--- config.mk ---
export PLATFORM = sky130hd
export DESIGN_NAME = main_decoder_flat
export DESIGN_NICKNAME = d
export VERILOG_FILES = /design/src/rtl/main_decoder_if.sv /design/src/rtl/main_decoder.sv /design/src/flat_wrapper.sv
export SDC_FILE = /design/constraint.sdc
export NUM_CORES = 1
export LEC_CHECK = 0
export ABC_AREA = 1
export CELL_PAD_IN_SITES_DETAIL_PLACEMENT = 0
export CELL_PAD_IN_SITES_GLOBAL_PLACEMENT = 2
export CORE_MARGIN = 4
export CORE_UTILIZATION = 17
export CTS_CLUSTER_DIAMETER = 60
export DETAILED_ROUTE_END_ITERATION = 12
export HOLD_SLACK_MARGIN = 0.03
export PLACE_DENSITY_LB_ADDON = 0.08
export SKIP_CTS_REPAIR_TIMING = 1
export SLEW_MARGIN = 20
export SYNTH_ARGS = -nofsm -noshare
export SYNTH_HDL_FRONTEND = slang
export SYNTH_SLANG_ARGS = --single-unit
--- constraint.sdc ---
create_clock -name clk -period 0.8 [get_ports clk]
set_clock_uncertainty 0.15 [all_clocks]
set_input_delay 0.12 -clock clk [delete_from_list [all_inputs] [get_ports clk]]
set_output_delay 0.12 -clock clk [all_outputs]
set_load 0.005 [all_outputs]
--- src/rtl/main_decoder_if.sv ---
// Opcode-in / control-out bundle for the main instruction decoder.
// Latency: none (wires only); the decoder behind it registers everything.
// Backpressure: none; op is consumed every cycle.
interface main_decoder_if;
    logic [6:0] op;
    logic       branch;
    logic       jump;
    logic       mem_write;
    logic       alu_src;
    logic       reg_write;
    logic [1:0] result_src;
    logic [1:0] imm_src;
    logic [1:0] alu_op;

    // Fetch side drives op and consumes the control word
    modport master (
        output op,
        input  branch, jump, mem_write, alu_src, reg_write,
        input  result_src, imm_src, alu_op
    );

    // Decoder side consumes op and drives the control word
    modport slave (
        input  op,
        output branch, jump, mem_write, alu_src, reg_write,
        output result_src, imm_src, alu_op
    );
endinterface

--- src/rtl/main_decoder.sv ---
// Main control decoder: maps the 7-bit opcode to datapath control signals.
// Latency: exactly one clk; outputs are registered and held between edges.
// Backpressure: none; a new op is sampled every cycle, unknown ops decode to a NOP.
module main_decoder (
    input  logic           clk,
    input  logic           rst_n,
    main_decoder_if.slave  dec
);

    typedef struct packed {
        logic       reg_write;
        logic [1:0] imm_src;
        logic       alu_src;
        logic       mem_write;
        logic [1:0] result_src;
        logic       branch;
        logic [1:0] alu_op;
        logic       jump;
    } ctrl_t;

    localparam logic [6:0] OP_LW    = 7'b0000011;
    localparam logic [6:0] OP_SW    = 7'b0100011;
    localparam logic [6:0] OP_RTYPE = 7'b0110011;
    localparam logic [6:0] OP_IALU  = 7'b0010011;
    localparam logic [6:0] OP_BEQ   = 7'b1100011;
    localparam logic [6:0] OP_JAL   = 7'b1101111;
    localparam logic [6:0] OP_JALR  = 7'b1100111;

    ctrl_t ctrl_nxt;
    ctrl_t ctrl_q;

    // Combinational decode; anything not in the table (including X) stays all-zero
    always_comb begin
        ctrl_nxt = '0;
        case (dec.op)
            OP_LW: begin
                ctrl_nxt.reg_write  = 1'b1;
                ctrl_nxt.alu_src    = 1'b1;
                ctrl_nxt.result_src = 2'b01;
            end
            OP_SW: begin
                ctrl_nxt.imm_src    = 2'b01;
                ctrl_nxt.alu_src    = 1'b1;
                ctrl_nxt.mem_write  = 1'b1;
            end
            OP_RTYPE: begin
                ctrl_nxt.reg_write  = 1'b1;
                ctrl_nxt.alu_op     = 2'b10;
            end
            OP_IALU: begin
                ctrl_nxt.reg_write  = 1'b1;
                ctrl_nxt.alu_src    = 1'b1;
                ctrl_nxt.alu_op     = 2'b10;
            end
            OP_BEQ: begin
                ctrl_nxt.imm_src    = 2'b10;
                ctrl_nxt.branch     = 1'b1;
                ctrl_nxt.alu_op     = 2'b01;
            end
            OP_JAL: begin
                ctrl_nxt.reg_write  = 1'b1;
                ctrl_nxt.imm_src    = 2'b11;
                ctrl_nxt.result_src = 2'b10;
                ctrl_nxt.jump       = 1'b1;
            end
            OP_JALR: begin
                ctrl_nxt.reg_write  = 1'b1;
                ctrl_nxt.alu_src    = 1'b1;
                ctrl_nxt.result_src = 2'b10;
                ctrl_nxt.jump       = 1'b1;
            end
            default: ctrl_nxt = '0;
        endcase
    end

    // Output register; reset wins over decode and discards the in-flight result
    always_ff @(posedge clk) begin
        if (!rst_n) begin
            ctrl_q <= '0;
        end else begin
            ctrl_q <= ctrl_nxt;
        end
    end

    assign dec.reg_write  = ctrl_q.reg_write;
    assign dec.imm_src    = ctrl_q.imm_src;
    assign dec.alu_src    = ctrl_q.alu_src;
    assign dec.mem_write  = ctrl_q.mem_write;
    assign dec.result_src = ctrl_q.result_src;
    assign dec.branch     = ctrl_q.branch;
    assign dec.alu_op     = ctrl_q.alu_op;
    assign dec.jump       = ctrl_q.jump;

endmodule

--- src/flat_wrapper.sv ---
// flat-port wrapper written by rule: the top's interface ports become plain ports
module main_decoder_flat 
  (clk, rst_n, dec_op, dec_branch, dec_jump, dec_mem_write, dec_alu_src, dec_reg_write, dec_result_src, dec_imm_src, dec_alu_op);
  main_decoder_if dec_i ();
  input  logic clk;
  input  logic rst_n;
  input wire logic [$bits(dec_i.op)-1:0] dec_op;
  output wire logic [$bits(dec_i.branch)-1:0] dec_branch;
  output wire logic [$bits(dec_i.jump)-1:0] dec_jump;
  output wire logic [$bits(dec_i.mem_write)-1:0] dec_mem_write;
  output wire logic [$bits(dec_i.alu_src)-1:0] dec_alu_src;
  output wire logic [$bits(dec_i.reg_write)-1:0] dec_reg_write;
  output wire logic [$bits(dec_i.result_src)-1:0] dec_result_src;
  output wire logic [$bits(dec_i.imm_src)-1:0] dec_imm_src;
  output wire logic [$bits(dec_i.alu_op)-1:0] dec_alu_op;
  assign dec_i.op = dec_op;
  assign dec_branch = dec_i.branch;
  assign dec_jump = dec_i.jump;
  assign dec_mem_write = dec_i.mem_write;
  assign dec_alu_src = dec_i.alu_src;
  assign dec_reg_write = dec_i.reg_write;
  assign dec_result_src = dec_i.result_src;
  assign dec_imm_src = dec_i.imm_src;
  assign dec_alu_op = dec_i.alu_op;
  main_decoder u_core (.clk(clk), .rst_n(rst_n), .dec(dec_i));
endmodule
==> metrics.md, run 1 <==
| Metric | Value |
|---|---|
| Critical path origin | u_core.dec.branch$_SDFF_PN0_ |
| Ant. Diodes | 0 |
| Multi-input gate area | 178.9 um2 |
| Synth Area per Inst | 7.851 um2 |
| Buf/Inv on CP | 1 |
| Slew margin rel. | 0.8509 |
| Gr usage total | 0.05061 |
| Status | finished with violations |
| Final Wtd Congestion | slightly below 0.7 |
| Peak Freq | 1.069 GHz |
| Port Buffers | 19 |
| Syn Inst Count | 51 |
| Crit path DAT | 0.67 ns |
| Syn. warnings | 0 |
| Global-route wire length before repair | 1228 um |
| Fillcell total | 267 |
| Cell family with most CP delay | flip-flops |
| 1st-pass router iterations | 2 |
| Clock sinks | 10 |
| Setup TNS | -1.340 ns |
| # setup viols final | 11 |
| Yosys top cell area share | 0.5000 |
| Antenna Nets Post-Route | 0 |
| Die area | between 3000 and 4000 um2 |
| Detail Placement HPWL | 724.7 um |
| Final Non-Filler Cells | about 100 |
| Area leader, netlist | dfxtp_1 |
| H-Tree Depth | 1 |
| Worst Hold Depth | 4 |
| Clk pwr share | 0.323 |
| Core Region | 2233 um2 |
| Crit path kind | reg2out |
| Internal Pwr Total | 0.0007315 W |
| HP Start | dec_op[4] |
| Mapped Nets | 60 |
| DRT iter0 DRCs | 3 |
| Crit start category | flip-flop |
| Fin crit period | 0.9357 ns |
| Switching power total | 0.0001903 W |
| Slew @ Worst Pin | 0.2230 ns |
| Sequential area share after synthesis | 0.5000 |
| MaxCap Viol Count | 0 |
| CP max stage delay | 0.32 ns |
| Unrepaired setup endpoints after global routing | yes |
| Clk buf depth | 2 |
| WL/cell | 8.452 um |
| Ratio of cells with drive above 1 in the final layout | 0.5395 |
| Hold endpoint | u_core.dec.result_src[0]$_SDFF_PN0_ |
| Io pins | 20 |
| Detailed-route via count | 359 |
| Yosys reg bits | 10 |
| Chip Height | ~57 um |
| Slowest CP cell | dfxtp_2 |
| Area grow syn2layout | 63.44% |
| Synthesized area | 400.4 um2 |
| Net Sw Frac | 0.2065 |
| FF/Latch Area | 201.4 um2 |
| Commonest cells after routing, fill and taps aside | 9 x nand2_1, 9 x buf_2, 9 x dfxtp_1 |
| Initial antenna violation count | 0 |
| CTS tree | yes |
| Final Power | 0.0009218 W |
| Final period util | 1.170 |
| Worst min path class | in2reg |
| P per Cell Area | 1409 nW/um2 |
| CTS clk-pin slew, worst paths | 0.05 ns |
| Yosys cell types | 11 |
| Final hold vios | 0 |
| DRC | 0 |
| Post-layout worst setup margin | -0.1357 ns |
| Worst-path cell chain | clkbuf_2 |
| Largest net degree at the start of global routing | 6 |
| Gr ovfl total | 0 |
| Synth area leaders | dfxtp_1 50%, nand2_1 11%, inv_1 8.4%, nor3_4 8.1%, nor2_1 5.6% |
| Clock root cell | clkbuf_4 |
| Initial Util | 0.1793 |
| Cts bufs inserted | 3 |
| Via-to-Cell Ratio | about 3.5 |
| Hold Slack | 0.01530 ns |
| P_leak | ~0.44 nW |
| Failing checks | setup timing |
| Place WS | -0.5292 ns |
| Final #Nets | 87 |
| DRT Wirelength | ~880 um |
| Peak supply drop | 0.4411 mV |
| Logic gate share of total power | 0.132 |
| Critical Path RT | 0.53 ns |
| Post-Place Cells | 99 |
| Die Width | 56.53 um |
| Crit end category | primary output |
| CP Max Fanout | 2 |
| Power share of the sequential group | 0.545 |
| # rows | 17 |
| Slew Limit Fails | 0 |
| Vias in the first global route | approximately 310 |
[cell usage after synthesis (all sizes together)]
| library cell | n |
|---|---|
| nor2 | 7 |
| nand3 | 4 |
| nand2 | 14 |
| buf | 1 |
| inv | 13 |
| dfxtp | 10 |
| nor3 | 2 |
[worst max-delay path by stage]
stage,end,slack (ns),cells past startpoint
CTS,dec_branch,-0.55,1
global route,dec_branch,-0.17,1
global placement,u_core.dec.alu_src$_SDFF_PN0_,-0.54,8
finish,dec_branch,-0.14,1
floorplan,u_core.dec.reg_write$_SDFF_PN0_,0.01,6
detailed placement,u_core.dec.imm_src[0]$_SDFF_PN0_,-0.53,5
[power groups by stage]
stage	clock [W]	sequential, W	combinational (W)
6_report	0.000298	0.000502	0.000122
5_1_grt	0.000321	0.000502	0.000135
4_1_cts	0.000311	0.000502	0.000111
3_5_place_dp	0	0.000513	0.000110
3_3_place_gp	0	0.000513	0.000112
2_1_floorplan	0	0.000514	0.0000422
[routing by layer]
layer	routed length, um	track usage	vias to the layer above
li1	-	-	196
met1	421	0.05263	146
met2	400	0.08746	17
met3	57	0.01609	0
met4	0	0.03051	0
met5	0	0	-
[sequential cells by signal (all words and copies together), names as in the netlist]
| name | cells |
|---|---|
| u_core.dec.imm_src | 2 |
| u_core.dec.result_src | 2 |
| u_core.dec.alu_op | 1 |
| u_core.dec.alu_src | 1 |
| u_core.dec.branch | 1 |
| u_core.dec.jump | 1 |
| u_core.dec.mem_write | 1 |
| u_core.dec.reg_write | 1 |
[stage by stage]
step	util	cell area [um2]
2_1_floorplan	-	400.4
3_3_place_gp	0.2835	633.1
3_5_place_dp	0.2835	633.1
4_1_cts	0.2936	655.6
5_1_grt	0.2930	654.4
6_report	0.2930	654.4
[cell type report]
class | count | area share
sequential | 10 | 0.3078
multi-input combinational | 27 | 0.2734
timing repair buffer | 23 | 0.2524
inverter | 13 | 0.07839
tap | 28 | 0.05354
clock buffer | 3 | 0.03442
[cells by family (layout without fill, tap and decap cells)]
logic type | count (synthesis) | after routing | synth area share
DFF | 10 | 10 | 0.5000
and+or+nand+nor | 27 | 27 | 0.3594
buffers and inverters | 14 | 39 | 0.1406
Note: power is estimated with default switching activity, not from simulation.
==> run 2: changes to the inputs <==
--- a/config.mk
+++ b/config.mk
@@ -9,11 +9,11 @@
 export CELL_PAD_IN_SITES_DETAIL_PLACEMENT = 0
 export CELL_PAD_IN_SITES_GLOBAL_PLACEMENT = 2
 export CORE_MARGIN = 4
-export CORE_UTILIZATION = 17
+export CORE_UTILIZATION = 20
 export CTS_CLUSTER_DIAMETER = 60
 export DETAILED_ROUTE_END_ITERATION = 12
 export HOLD_SLACK_MARGIN = 0.03
-export PLACE_DENSITY_LB_ADDON = 0.08
+export PLACE_DENSITY = 0.86
 export SKIP_CTS_REPAIR_TIMING = 1
 export SLEW_MARGIN = 20
 export SYNTH_ARGS = -nofsm -noshare
==> constraint.sdc (replaced) <==
create_clock -name clk -period 1.1 [get_ports clk]
set_clock_uncertainty 0.15 [all_clocks]
set_input_delay 0.165 -clock clk [delete_from_list [all_inputs] [get_ports clk]]
set_output_delay 0.165 -clock clk [all_outputs]
set_load 0.005 [all_outputs]
==> run 2 against run 1 <==
Compared with the run above: the run now ends clean; hold slack gained 0.054 ns; sequential share of layout area shrank 2.1 points; clock-buffer cell count is the same; largest cell class is now non-clock buffers; total power shrank 27%; via count grew 1.1%; final cell count shrank 6.7%; critical path depth grew 5; sequential power shrank 27%; combinational power shrank 37%; core utilization grew 9.4 points.
==> metrics.md, run 2 (synthesis gave the netlist of run 1 again) <==
| Metric | Value |
|---|---|
| CP Max Fanout | 3 (+1) |
| Crit path DAT | 1.07 ns (+0.40 ns) |
| Final period util | 0.9797 |
| Clk buf depth | 2 (unchanged) |
| Slew margin rel. | 0.8506 (about the same) |
| Cell family with most CP delay | buffers and inverters |
| Status | finished, final reports clean |
| DRC | 0 (unchanged) |
| Slowest CP cell | clkdlybuf4s50_1 |
| Critical Path RT | 1.09 ns (+0.56 ns) |
| P per Cell Area | 960.1 nW/um2 (-32%) |
| Port Buffers | 19 (unchanged) |
| Clock root cell | clkbuf_4 |
| CTS tree | yes |
| Detailed-route via count | 363 (+1.1%) |
| # setup viols final | 0 (-11) |
| Crit start category | input port |
| Hold endpoint | u_core.dec.alu_src$_SDFF_PN0_ |
| Post-layout worst setup margin | 0.02229 ns (+0.1580 ns) |
| Peak supply drop | 0.3097 mV (-30%) |
| DRT iter0 DRCs | 12 (+9) |
| Buf/Inv on CP | 2 (+1) |
| Fin crit period | between 1 and 1.5 ns |
| Gr usage total | 0.06294 (+0.01233) |
| Clock sinks | 10 (unchanged) |
| Setup TNS | 0 ns (+1.340 ns) |
| # rows | 15 (-2) |
| Ratio of cells with drive above 1 in the final layout | 0.2361 (-0.3034) |
| P_leak | 0.5985 nW (+37%) |
| HP Start | rst_n |
| Initial Util | 0.2222 (+0.04295) |
| Initial antenna violation count | 0 (unchanged) |
| Core Region | 1802 um2 (-19%) |
| Final Wtd Congestion | 0.6667 (-2.5%) |
| CP max stage delay | 0.50 ns (+0.18 ns) |
| Vias in the first global route | 292 (-6.7%) |
| Final hold vios | 0 (unchanged) |
| Commonest cells after routing, fill and taps aside | 16 x dlymetal6s2s_1, 10 x nand2_1, 10 x dfxtp_1 |
| Cts bufs inserted | 3 (unchanged) |
| Final core occ | 0.3868 (+0.09381) |
| Chip Height | 52.74 um (-6.7%) |
| H-Tree Depth | 1 (unchanged) |
| Area grow syn2layout | 74.06% |
| MaxCap Viol Count | 0 (unchanged) |
| Worst Hold Depth | 3 (-1) |
| Most common cell after layout, fill and taps aside | dlymetal6s2s_1 |
| Io pins | 20 (unchanged) |
| Ant. Diodes | 0 (unchanged) |
| Place WS | -0.2592 ns (+0.2701 ns) |
| Gr ovfl total | 0 (unchanged) |
| Via-to-Cell Ratio | 3.742 (+8.4%) |
| Final #Nets | 83 (-4.6%) |
| CTS clk-pin slew, worst paths | 0.05 ns (about the same) |
| Slew @ Worst Pin | 0.2233 ns (+0.0002935 ns) |
| Peak Freq | 0.9279 GHz |
| Most used cell, CP | nand2_1 |
| Unrepaired setup endpoints after global routing | yes |
| Global-route wire length before repair | 1152 um (-6.2%) |
| Die area | 2782 um2 (-13%) |
| Die Width | 52.74 um (-6.7%) |
| Crit end category | flip-flop |
| WL/cell | 8.340 um (-1.3%) |
| Slew Limit Fails | 0 (unchanged) |
| Antenna Nets Post-Route | 0 (unchanged) |
| Detail Placement HPWL | 626.7 um (-14%) |
| Worst min path class | in2reg |
| Worst-path cell chain | clkdlybuf4s50_1 -> inv_2 -> nand2_1 -> nor2_1 -> nand2_1 -> nand3_1 |
| Largest net degree at the start of global routing | 6 (unchanged) |
| Crit path kind | in2reg |
| DRT Wirelength | 809 um (-8.0%) |
| Fillcell total | 205 (-23%) |
| 1st-pass router iterations | 4 (+2) |
## run 2: cell types whose count changed in the layout (fill, tap and decap cells not counted), moves of 3 or more
cell	change
buf_2	-9
buf_4	-4
clkbuf_2	-5
clkdlybuf4s50_1	+3
dlymetal6s2s_1	+12
## run 2: stage by stage
| stage | hold WS, ns | power, W | instances | cell area (um2) |
|---|---|---|---|---|
| 2_1_floorplan | 0.1181 | 0.0004041 | 51 | 400.4 |
| 3_3_place_gp | 0.6743 | 0.0004474 | 94 | 614.3 |
| 3_5_place_dp | 0.6828 | 0.0004469 | 94 | 614.3 |
| 4_1_cts | 0.4117 | 0.0006730 | 97 | 636.9 |
| 5_1_grt | 0.07547 | 0.0007141 | 97 | 696.9 |
| 6_report | 0.06975 | 0.0006691 | 97 | 696.9 |
## run 2: layout make-up
class | count | area (um2) | area share
clock buffer | 3 | 22.52 | 0.03232
inverter | 13 | 48.80 | 0.07002
multi-input combinational | 27 | 163.9 | 0.2352
sequential | 10 | 200.2 | 0.2873
tap | 25 | 31.28 | 0.04488
timing repair buffer | 19 | 230.2 | 0.3303
## run 2: report_power, final
group / internal [W] / switching [W] / total [W] / leakage (nW)
sequential: 0.000365 / 0.000000468 / 0.000365 / 0.0806
clock: 0.000125 / 0.000102 / 0.000227 / 0.0138
combinational: 0.0000370 / 0.0000395 / 0.0000765 / 0.504
## run 2: worst max path at each step
stage               cells after the start  slack [ns]                         start                              end
floorplan                               6        0.25                     dec_op[1]  u_core.dec.reg_write$_SDFF_PN0_
global placement                        8       -0.28                     dec_op[4]    u_core.dec.alu_src$_SDFF_PN0_
detailed placement                      6       -0.26                     dec_op[3]  u_core.dec.reg_write$_SDFF_PN0_
CTS                                     1       -0.30  u_core.dec.branch$_SDFF_PN0_                       dec_branch
global route                            6       -0.03                     dec_op[5]    u_core.dec.alu_src$_SDFF_PN0_
finish                                  6        0.02                     dec_op[6]  u_core.dec.reg_write$_SDFF_PN0_
## run 2: layer usage
| metal | global-route usage | part of all wire |
|---|---|---|
| met5 | 0 | 0 |
| met3 | 0.03704 | 0.11 |
| met2 | 0.07645 | 0.45 |
| met1 | 0.06633 | 0.40 |
| met4 | 0.07660 | 0.044 |
## run 2: worst min-delay path, stage by stage
cell	delay, ns
dlymetal6s2s_1	0.14
nand2_1	0.09
nand2_1	0.05
==> run 3: changes to the inputs <==
--- a/config.mk
+++ b/config.mk
@@ -10,7 +10,7 @@
 export CELL_PAD_IN_SITES_GLOBAL_PLACEMENT = 2
 export CORE_MARGIN = 4
 export CORE_UTILIZATION = 20
-export CTS_CLUSTER_DIAMETER = 60
+export CTS_CLUSTER_DIAMETER = 100
 export DETAILED_ROUTE_END_ITERATION = 12
 export HOLD_SLACK_MARGIN = 0.03
 export PLACE_DENSITY = 0.86
==> results of run 3 <==
No change in the layout: final DEF, timing and power equal those of run 2.
